`config.mk`:
```
export PLATFORM = sky130hd
export DESIGN_NAME = beat_scheduler
export DESIGN_NICKNAME = d
export VERILOG_FILES = /design/src/rtl/beat_scheduler.sv
export SDC_FILE = /design/constraint.sdc
export NUM_CORES = 1
export LEC_CHECK = 0
export BUFFER_PORTS_ARGS = -buffer_cell sky130_fd_sc_hd__buf_2
export CAP_MARGIN = 20
export CORE_UTILIZATION = 41
export DETAILED_ROUTE_END_ITERATION = 8
export PLACE_DENSITY_LB_ADDON = 0.15
export SYNTH_ARGS = -nofsm -noshare
export SYNTH_HDL_FRONTEND = slang
export SYNTH_SLANG_ARGS = --single-unit
```
`constraint.sdc`:
```
create_clock -name clk -period 2.42 [get_ports clk]
set_input_delay 0.605 -clock clk [delete_from_list [all_inputs] [get_ports clk]]
set_output_delay 0.605 -clock clk [all_outputs]
set_load 0.02 [all_outputs]
```
`src/rtl/beat_scheduler.sv`:
```
// Heartbeat-style beat scheduler: accepts comparator rising edges outside a refractory
// window, measures beat-to-beat intervals and flags loss of signal after a timeout.
module beat_scheduler #(
    parameter int unsigned REFRACT_TICKS = 200,
    parameter int unsigned TIMEOUT_TICKS = 3000,
    parameter int unsigned CNT_W         = 12
) (
    input  logic             clk,
    input  logic             rst_n,
    input  logic             enable,
    input  logic             sample_tick,
    input  logic             over,
    output logic             beat,
    output logic [CNT_W-1:0] interval,
    output logic             interval_valid,
    output logic             timeout,
    output logic             lost,
    output logic [15:0]      beat_count,
    output logic [1:0]       state
);

    typedef enum logic [1:0] {
        StIdle      = 2'd0,
        StWaitFirst = 2'd1,
        StRefract   = 2'd2,
        StArmed     = 2'd3
    } state_e;

    localparam logic [CNT_W-1:0] RefractVal = CNT_W'(REFRACT_TICKS);
    localparam logic [CNT_W-1:0] TimeoutVal = CNT_W'(TIMEOUT_TICKS);

    state_e           st_q;
    logic             over_q;
    logic [CNT_W-1:0] d_q;
    logic [CNT_W-1:0] d_inc;
    logic             rise;

    assign rise  = sample_tick & over & ~over_q;
    assign d_inc = (d_q >= TimeoutVal) ? TimeoutVal : d_q + 1'b1;
    assign state = st_q;

    always_ff @(posedge clk or negedge rst_n) begin
        if (!rst_n) begin
            st_q           <= StIdle;
            over_q         <= 1'b1;
            d_q            <= '0;
            beat           <= 1'b0;
            interval       <= '0;
            interval_valid <= 1'b0;
            timeout        <= 1'b0;
            lost           <= 1'b0;
            beat_count     <= '0;
        end else begin
            beat           <= 1'b0;
            interval_valid <= 1'b0;
            timeout        <= 1'b0;
            if (!enable) begin
                st_q   <= StIdle;
                d_q    <= '0;
                over_q <= 1'b1;
            end else begin
                case (st_q)
                    StIdle: begin
                        // Holding over_q high means a level already high at enable is no edge.
                        over_q <= 1'b1;
                        d_q    <= '0;
                        st_q   <= StWaitFirst;
                    end
                    StWaitFirst: begin
                        if (sample_tick) begin
                            over_q <= over;
                            if (rise) begin
                                beat       <= 1'b1;
                                beat_count <= beat_count + 16'd1;
                                lost       <= 1'b0;
                                d_q        <= '0;
                                st_q       <= StRefract;
                            end else begin
                                d_q <= d_inc;
                            end
                        end
                    end
                    StRefract: begin
                        if (sample_tick) begin
                            over_q <= over;
                            d_q    <= d_inc;
                            if (d_inc == TimeoutVal) begin
                                timeout <= 1'b1;
                                lost    <= 1'b1;
                                st_q    <= StWaitFirst;
                            end else if (d_inc >= RefractVal) begin
                                st_q <= StArmed;
                            end
                        end
                    end
                    StArmed: begin
                        if (sample_tick) begin
                            over_q <= over;
                            // An edge on the timeout tick wins over the timeout.
                            if (rise) begin
                                beat           <= 1'b1;
                                interval       <= d_inc;
                                interval_valid <= 1'b1;
                                beat_count     <= beat_count + 16'd1;
                                lost           <= 1'b0;
                                d_q            <= '0;
                                st_q           <= StRefract;
                            end else begin
                                d_q <= d_inc;
                                if (d_inc == TimeoutVal) begin
                                    timeout <= 1'b1;
                                    lost    <= 1'b1;
                                    st_q    <= StWaitFirst;
                                end
                            end
                        end
                    end
                    default: st_q <= StIdle;
                endcase
            end
        end
    end

endmodule

```
==> out/results.tsv, run 1 <==
metric	value	unit
status	finished, final reports clean	
first-pass GRT wire length	9410	um
RSZ-0062 raised after global routing	false	
Seq/Total Area, Yosys	0.468	
largest family of logic cells by synthesized area	simple AND/OR/NAND/NOR gates	
postcts setup bufs	0	
Slew Viols, Final	0	
post-route ant nets	0	
Root Buffer	clkbuf_8	
die area	6450	um^2
Top FF cell, synth	dfrtp_1	
number of I/O port buffers	38	
core area	5920	um^2
pwr/cell area	484	nW/um^2
layout cells sized above 1	0.224	
Max Fclk	516	MHz
Worst Path Arrival	2.12	ns
Post-CTS Resized	0	
count leader, synth	dfrtp_1	
syn nets	273	
H-tree levels	2	
Post-synth EDFFs	0	
minimum hold slack	0.389	ns
post-synthesis mux area share	0.0124	
worst slew pin tran	0.605	ns
count of state elements after synthesis	47	
P&R area growth vs syn	12.8	%
flop2flop setup slack	0.48	ns
Die Wd	80.3	um
Mean Syn Cell Area	9.49	um^2
TritonCTS Buffers	5	
Reg clk slew, reported paths	0.09	ns
fin crit period	1.94	ns
vias in the first global route	1938	
largest net degree at the start of global routing	48	
asr flop ratio synth	1.00	
unique cell type count in the Yosys netlist	56	
Setup TNS Final	0	ns
Max-slew headroom	0.597	
Hold/Removal Path Class	primary input to asynchronous set/reset pin	
Synth Area in Compound Gates	0.148	
final period utilization	0.801	
DRT Pass-1 Iters	4	
Crit Path Class	register to register	
post-synthesis adder-cell area fraction	0.0149	
layout net count	306	
DRC violations left	0	
Final Routed Wirelength	5490	um
DR vias/cell	5.39	
FF-to-FF Start	d_q[1]	
Syn Inst Count	265	
num rows	28	
Synth Cell Area	2510	um^2
Max VDD drop	0.000321	V
first-iteration detailed-routing DRC count	84	
Die Ht	80.3	um
clk_lat worst skew	0.29	ns
RePlAce Congestion	0.786	
grt total ovfl	0	
CTS tree	yes	
capturing point of the worst reg2reg path	state[1]	
Lkg Pwr	0.00134	uW
share of the synthesized area in the top cell type	0.458	
I/O pin count	39	
cell total after placement	366	
simple-gate share of the synthesized area	0.228	
antenna violations before repair	0	
Post-Synth XOR/XNOR Area	0.0766	
Clock Sinks	47	
post-layout power	1370	uW
Area contributors post-synth	dfrtp_1, xnor2_1, nand2_1	
GRT Util Overall	0.190	
post-synth top area cell	dfrtp_1	
Reg2Reg Depth	6	
clk_skew	0.00805	ns
antenna fix cells	0	
hpwl dp	3940	um
DR WL/cell	14.7	um
routed via count	2017	
Final Instance Count excl. Fillers	374	
top cells by count, synth	dfrtp_1, nand2_1, o21ai_0	
Required @ worst endpoint	2.60	ns
CTS Hold Bufs	0	
CP max FO	8	
# Max-Cap Violations	0	
CP startpoint kind	register	
Setup-failing EPs final	0	
Synth warnings	0	
# fillers	583	
Hold Vio Cnt, Final	0	
Starting Density	0.425	
Setup crit end kind	register	
Clock Tree Buf Depth	2	
where the power goes:
group,leakage (uW),internal (uW),total [uW],switching (uW)
registers,0.000650,792,803,11.2
logic,0.000643,20.3,67.3,47.0
clock network,0.0000474,234,502,269
total,0.00134,1050,1370,327
metrics by stage:
stage	setup slack (ns)	area, um^2	utilization
3_3_place_gp	0.438	2740	0.462
5_1_grt	0.228	2840	0.479
3_5_place_dp	0.395	2740	0.462
2_1_floorplan	0.635	2510	-
4_1_cts	0.474	2840	0.479
6_report	0.482	2840	0.479
worst max-delay path, stage by stage, from the launching register on:
cell       delay (ns)
dfrtp_1          0.44
ha_1             0.35
inv_1            0.09
a2111oi_0        0.35
a211o_1          0.17
a41oi_2          0.16
o221a_1          0.25
registers in the layout (all words and copies together), names as in the netlist:
name / cells
over_q: 1
d_q: 12
beat: 1
state: 2
interval_valid: 1
lost: 1
interval: 12
beat_count: 16
timeout: 1
cell type report:
cell class                      count  area, um^2  share of cell area
Inverter                            8        30.0              0.0106
Tap cell                           75        93.8              0.0331
Clock inverter                      2        16.3             0.00573
Clock buffer                        6        82.6              0.0291
Sequential cell                    47        1180               0.415
Timing Repair Buffer               43         228              0.0803
Multi-Input combinational cell    193        1210               0.426
logic make-up (layout without fill, tap and decap cells):
| family | after synthesis | after routing |
|---|---|---|
| xor+xnor | 22 | 22 |
| simple gates | 107 | 107 |
| mux | 3 | 3 |
| fa+ha+maj | 3 | 3 |
| compound gates | 58 | 58 |
| buf+inv | 25 | 59 |
| flops | 47 | 47 |
how the worst max path moves through the flow:
stage | slack [ns] | from | depth (start not counted) | endpoint
final | 0.48 | d_q[1] | 6 | state[1]
after global routing | 0.23 | d_q[1] | 6 | state[1]
after CTS | 0.47 | d_q[1] | 6 | state[1]
after detailed placement | 0.39 | sample_tick | 6 | interval[9]
after global placement | 0.44 | sample_tick | 6 | interval[9]
after floorplan | 0.63 | sample_tick | 6 | beat_count[12]
placed cells by master, fill, tap and decap left out, types with 2 or more instances in the layout:
cell type / Yosys / layout
and2_1: 3 / 3
clkbuf_8: 0 / 6
nand2b_1: 2 / 2
nor2_1: 18 / 18
a21o_1: 2 / 2
buf_4: 5 / 5
and3_1: 4 / 4
nand4_1: 6 / 6
and4_1: 2 / 2
nand2_1: 37 / 37
xor2_1: 5 / 5
nor3_2: 2 / 2
xnor2_1: 17 / 17
ha_1: 3 / 3
nor3_1: 6 / 6
o22ai_1: 2 / 2
a31oi_1: 5 / 5
o31ai_1: 6 / 6
inv_1: 7 / 7
nor4_2: 2 / 2
dfrtp_1: 46 / 46
nand2_2: 2 / 2
buf_2: 6 / 38
a21oi_1: 11 / 11
nand3_1: 11 / 11
o21ai_0: 19 / 19
nand3_2: 2 / 2
mux2i_1: 2 / 2
metal layers:
| layer | vias up | wire (um) | track usage |
|---|---|---|---|
| met5 | - | 0 | 0 |
| met4 | 0 | 18 | 0.0554 |
| met3 | 2 | 220 | 0.0386 |
| met2 | 58 | 2470 | 0.285 |
| met1 | 954 | 2780 | 0.275 |
| li1 | 1003 | - | - |
Power figures use the tool's default switching activity.
==> inputs of run 2 (changes only) <==
- clock period: 2.42 -> 1.6 ns (I/O delays scaled with it)
==> out/results.tsv, run 2 (same netlist as run 1, synthesis figures left out) <==
metric	value	unit	change
status	finished, violations left		was finished, final reports clean
failing checks	setup timing		
clock share of power	0.435		was 0.366
final period utilization	1.05		was 0.801
cell breakdown of the critical path	ha_4, inv_4, a2111oi_4, a211o_1, a41oi_4, o221a_1		was ha_1, inv_1, a2111oi_0, a211o_1, a41oi_2, o221a_1
Setup-failing EPs final	7		was 0
DR WL/cell	16.0	um	was 14.7 um
Root Buffer	clkbuf_8		unchanged
Hold Vio Cnt, Final	0		unchanged
first-pass GRT wire length	10600	um	was 9410 um
Max-slew headroom	0.774		was 0.597
# Max-Cap Violations	0		unchanged
Max VDD drop	0.000572	V	was 0.000321 V
I/O pin count	39		unchanged
share of power burned in registers	0.507		was 0.585
Final Routed Wirelength	6920	um	was 5490 um
clk_skew	0.00961	ns	was 0.00805 ns
Worst setup endpoint	state[1]		unchanged
max reg flops	16		unchanged
grt total ovfl	0		unchanged
Die Ht	80.3	um	unchanged
worst slew pin tran	0.338	ns	was 0.605 ns
antenna fix cells	0		unchanged
Required @ worst endpoint	1.84	ns	was 2.60 ns
Setup TNS Final	-0.220	ns	was 0 ns
RSZ-0062 raised after global routing	true		was false
capturing point of the worst reg2reg path	state[1]		unchanged
fin crit period	1.68	ns	was 1.94 ns
Reg clk slew, reported paths	0.10	ns	was 0.09 ns
Max Fclk	597	MHz	was 516 MHz
most common cell after layout, fill and taps aside	buf_4		was dfrtp_1
CP startpoint	d_q[1]		unchanged
Clock Tree Buf Depth	2		unchanged
DRC violations left	0		unchanged
Starting Density	0.425		unchanged
number of I/O port buffers	38		unchanged
H-tree levels	2		unchanged
CP max FO	7		was 8
Place WS	-0.199	ns	was 0.395 ns
CP top delay family	compound AO/OA/AOI/OAI gates		unchanged
vias in the first global route	2247		was 1938
Setup crit end kind	register		unchanged
# fillers	500		was 583
Lkg Pwr	0.00177	uW	was 0.00134 uW
final core utilization	0.630		was 0.479
top flop regs	beat_count x16, d_q x12, interval x12		unchanged
Slew Viols, Final	0		unchanged
Die Wd	80.3	um	unchanged
Hold/Removal Path Class	primary input to register		was primary input to asynchronous set/reset pin
Reg2Reg Depth	6		unchanged
pwr/cell area	642	nW/um^2	was 484 nW/um^2
first-iteration detailed-routing DRC count	131		was 84
core area	5920	um^2	unchanged
DR vias/cell	5.36		was 5.39
Worst Path Arrival	1.92	ns	was 2.12 ns
Clock Sinks	47		unchanged
routed via count	2319		was 2017
P&R area growth vs syn	48.4	%	was 12.8%
clk_lat worst skew	0.30	ns	was 0.29 ns
post-route ant nets	0		unchanged
NetSw	518	uW	was 327 uW
num rows	28		unchanged
layout net count	365		was 306
switching share of power	0.216		was 0.238
CP startpoint kind	register		unchanged
stages on the worst setup path	6		unchanged
setup ws final	-0.0754	ns	was 0.482 ns
Crit Path Class	register to register		unchanged
commonest non-fill, non-tap cells in the layout	buf_4, dfrtp_1, buf_2, nand2_1, xnor2_1		was dfrtp_1, buf_2, nand2_1, o21ai_0, nor2_1
CP max-delay cell	dfrtp_2		was dfrtp_1
Biggest register	beat_count		unchanged
CTS tree	yes		unchanged
GRT Util Overall	0.216		was 0.190
flop2flop setup slack	-0.08	ns	was 0.48 ns
die area	6450	um^2	unchanged
DRT Pass-1 Iters	4		unchanged
antenna violations before repair	0		unchanged
RePlAce Congestion	0.833		was 0.786
TritonCTS Buffers	5		unchanged
Worst Path Buf+Inv	1		unchanged
hpwl dp	4580	um	was 3940 um
layout cells sized above 1	0.450		was 0.224
Combinational Power Share	0.059		was 0.049
FF-to-FF Start	d_q[1]		unchanged
max incr delay on CP	0.48	ns	was 0.44 ns
Pint	1880	uW	was 1050 uW
largest net degree at the start of global routing	37		was 48
run 2: routing by layer:
metal | routed length (um) | global-route usage | share of wire
met5 | 0 | 0 | 0
met4 | 130 | 0.0893 | 0.019
met3 | 264 | 0.0455 | 0.038
met2 | 3370 | 0.344 | 0.49
met1 | 3160 | 0.284 | 0.46
run 2: worst min-delay path: cells and delay by family:
| family | cells | cell delay (ns) |
|---|---|---|
| simple gates | 1 | 0.06 |
| mux | 1 | 0.07 |
| buf+inv | 1 | 0.10 |
run 2: worst min-delay path by stage:
stage,from,to,slack [ns],cells after the start
2_1_floorplan,rst_n,beat,0.10,0
3_3_place_gp,rst_n,d_q[3],0.33,1
3_5_place_dp,rst_n,d_q[7],0.33,1
4_1_cts,over,over_q,0.36,3
5_1_grt,over,over_q,0.38,3
6_report,over,over_q,0.36,3
run 2: cell type report:
cell class,count,area (um^2),area share
flip-flops and latches,47,1180,0.317
inverters,8,35.0,0.00939
clock buffers,6,72.6,0.0195
multi-input cells,193,1500,0.403
repair buffers,102,782,0.210
well taps,75,93.8,0.0252
clock inverters,2,60.1,0.0161
run 2: per-stage QoR:
stage	hold slack, ns	power, uW	instance area, um^2	instances
5_1_grt	0.377	2480	3730	433
2_1_floorplan	0.104	1290	2550	265
4_1_cts	0.361	2420	3430	425
6_report	0.365	2400	3730	433
3_3_place_gp	0.330	1360	3120	410
3_5_place_dp	0.331	1370	3120	410
run 2: what timing repair did:
action                                  CTS  global route
gates resized for setup                  27            47
buffers inserted                          6             7
pin swaps                                17            28
hold endpoints to repair                 11             0
endpoints found under the setup margin   16            24
hold buffers                              1             0
cloned                                    0             2
run 2: power by group through the flow:
stage | logic [uW] | registers, uW | clock network, uW
after floorplan | 40.8 | 1250 | 0
after global placement | 126 | 1240 | 0
after detailed placement | 128 | 1240 | 0
after CTS | 137 | 1210 | 1070
after global routing | 156 | 1220 | 1110
final | 140 | 1210 | 1040
==> inputs of run 3 (changes only) <==
- SLEW_MARGIN: unset -> 20
- clock period: 1.6 -> 2.1 ns (I/O delays scaled with it)
==> out/results.tsv, run 3 (same netlist as run 1, synthesis figures left out) <==
metric	value	unit	change
status	finished, final reports clean		was finished, violations left
clock share of power	0.436		was 0.435
routed via count	2027		was 2319
Post-CTS Resized	0		was 27
commonest non-fill, non-tap cells in the layout	dfrtp_1, buf_2, nand2_1, o21ai_0, nor2_1		was buf_4, dfrtp_1, buf_2, nand2_1, xnor2_1
number of I/O port buffers	38		unchanged
clk_lat worst skew	0.29	ns	was 0.30 ns
Combinational Power Share	0.044		was 0.059
share of power burned in registers	0.519		was 0.507
Crit Path Class	register to register		unchanged
hpwl dp	3940	um	was 4580 um
CP max FO	12		was 7
first-pass GRT wire length	9280	um	was 10600 um
num rows	28		unchanged
CTS tree	yes		unchanged
layout cells sized above 1	0.244		was 0.450
most common cell after layout, fill and taps aside	dfrtp_1		was buf_4
Setup crit end kind	register		unchanged
die area	6450	um^2	unchanged
Max VDD drop	0.000310	V	was 0.000572 V
antenna violations before repair	0		unchanged
Max-slew headroom	0.601		was 0.774
Setup TNS Final	0	ns	was -0.220 ns
Clock Sinks	47		unchanged
Multi-input gate area	1210	um^2	was 1500 um^2
worst slew pin tran	0.599	ns	was 0.338 ns
grt met3 use	0.0352		was 0.0455
layout net count	315		was 365
vias in the first global route	1926		was 2247
Hold/Removal Path Class	primary input to asynchronous set/reset pin		was primary input to register
switching share of power	0.206		was 0.216
DR vias/cell	5.29		was 5.36
GRT Util Overall	0.187		was 0.216
largest net degree at the start of global routing	48		was 37
final period utilization	0.889		was 1.05
antenna fix cells	0		unchanged
CTS Hold Bufs	0		was 1
met1 global-route usage	0.271		was 0.284
Root Buffer	clkbuf_8		unchanged
Hold Vio Cnt, Final	0		unchanged
postcts setup bufs	0		was 6
Reg clk slew, reported paths	0.09	ns	was 0.10 ns
DRT Pass-1 Iters	4		unchanged
first-iteration detailed-routing DRC count	177		was 131
P&R area growth vs syn	16.8	%	was 48.4%
post-route ant nets	0		unchanged
Final Instance Count excl. Fillers	383		was 433
NetSw	367	uW	was 518 uW
fin crit period	1.87	ns	was 1.68 ns
max reg flops	16		unchanged
Post-DP Area	2810	um^2	was 3120 um^2
Final Routed Wirelength	5540	um	was 6920 um
RSZ-0062 raised after global routing	false		was true
final core utilization	0.496		was 0.630
cell total after placement	375		was 410
TritonCTS Buffers	5		unchanged
Starting Density	0.425		unchanged
setup ws final	0.232	ns	was -0.0754 ns
Max Fclk	535	MHz	was 597 MHz
Setup-failing EPs final	0		was 7
RePlAce Congestion	0.774		was 0.833
Biggest register	beat_count		unchanged
Die Ht	80.3	um	unchanged
GRT Max-Usage Layer	met2		unchanged
Clock Tree Buf Depth	2		unchanged
I/O pin count	39		unchanged
GR Util met2	0.285		was 0.344
H-tree levels	2		unchanged
Final Instance Area	2940	um^2	was 3730 um^2
top flop regs	beat_count x16, d_q x12, interval x12		unchanged
Register Area	1180	um^2	about the same
# Max-Cap Violations	0		unchanged
Pint	1410	uW	was 1880 uW
DRC violations left	0		unchanged
grt total ovfl	0		unchanged
core area	5920	um^2	unchanged
Die Wd	80.3	um	unchanged
CP startpoint kind	register		unchanged
# fillers	565		was 500
clk_skew	0.00459	ns	was 0.00961 ns
Required @ worst endpoint	2.28	ns	was 1.84 ns
Place WS	0.158	ns	was -0.199 ns
Worst Path Arrival	2.05	ns	was 1.92 ns
DR WL/cell	14.5	um	was 16.0 um
Slew Viols, Final	0		unchanged
pwr/cell area	606	nW/um^2	was 642 nW/um^2
Lkg Pwr	0.00141	uW	was 0.00177 uW
## run 3: changes by cell type in the layout (fill, tap and decap cells not counted), moves of 5 or more
cell,previous run,this run
buf_6,13,0
dfrtp_2,5,0
o21ai_0,14,19
nor2_1,13,18
dfrtp_1,41,46
buf_4,46,14
## run 3: per-layer routing
| layer | share of wire | routed length [um] | vias to the layer above |
|---|---|---|---|
| li1 | - | - | 1009 |
| met1 | 0.50 | 2750 | 974 |
| met2 | 0.46 | 2530 | 40 |
| met3 | 0.042 | 234 | 4 |
| met4 | 0.0051 | 28 | 0 |
| met5 | 0 | 0 | - |
## run 3: power groups by stage
stage	clock, uW	sequential (uW)	combinational, uW
after floorplan	0	948	30.8
after global placement	0	942	80.6
after detailed placement	0	943	80.2
after CTS	795	925	80.4
after global routing	830	926	89.9
final	777	925	78.8
## run 3: cell type report
| type | instances | area share |
|---|---|---|
| clock buffers | 6 | 0.0247 |
| clock inverters | 2 | 0.0204 |
| inverters | 8 | 0.0102 |
| multi-input cells | 193 | 0.411 |
| flip-flops and latches | 47 | 0.401 |
| well taps | 75 | 0.0319 |
| repair buffers | 52 | 0.101 |
## run 3: path summary, 6_finish.rpt
| kind | slack (ns) | depth (start not counted) | start | endpoint |
|---|---|---|---|---|
| max | 0.23 | 5 | d_q[2] | state[1] |
| min | 0.31 | 2 | rst_n | d_q[0] |
| max reg2reg | 0.23 | 5 | d_q[2] | state[1] |
| min reg2reg | 0.48 | 1 | beat_count[15] | beat_count[15] |
| max in group asynchronous | 1.37 | 2 | rst_n | d_q[3] |
| min in group clk | 0.48 | 1 | beat_count[15] | beat_count[15] |
## run 3: critical path: stages (launching register included)
cell	delay (ns)
dfrtp_1	0.54
nand3_2	0.30
o31a_1	0.33
a21oi_2	0.24
nand4_1	0.13
o221a_1	0.21
## run 3: stage by stage
stage          hold slack (ns)  total power (uW)
2_1_floorplan            0.229               979
3_3_place_gp             0.457              1020
3_5_place_dp             0.472              1020
4_1_cts                  0.340              1800
5_1_grt                  0.374              1850
6_report                 0.308              1780
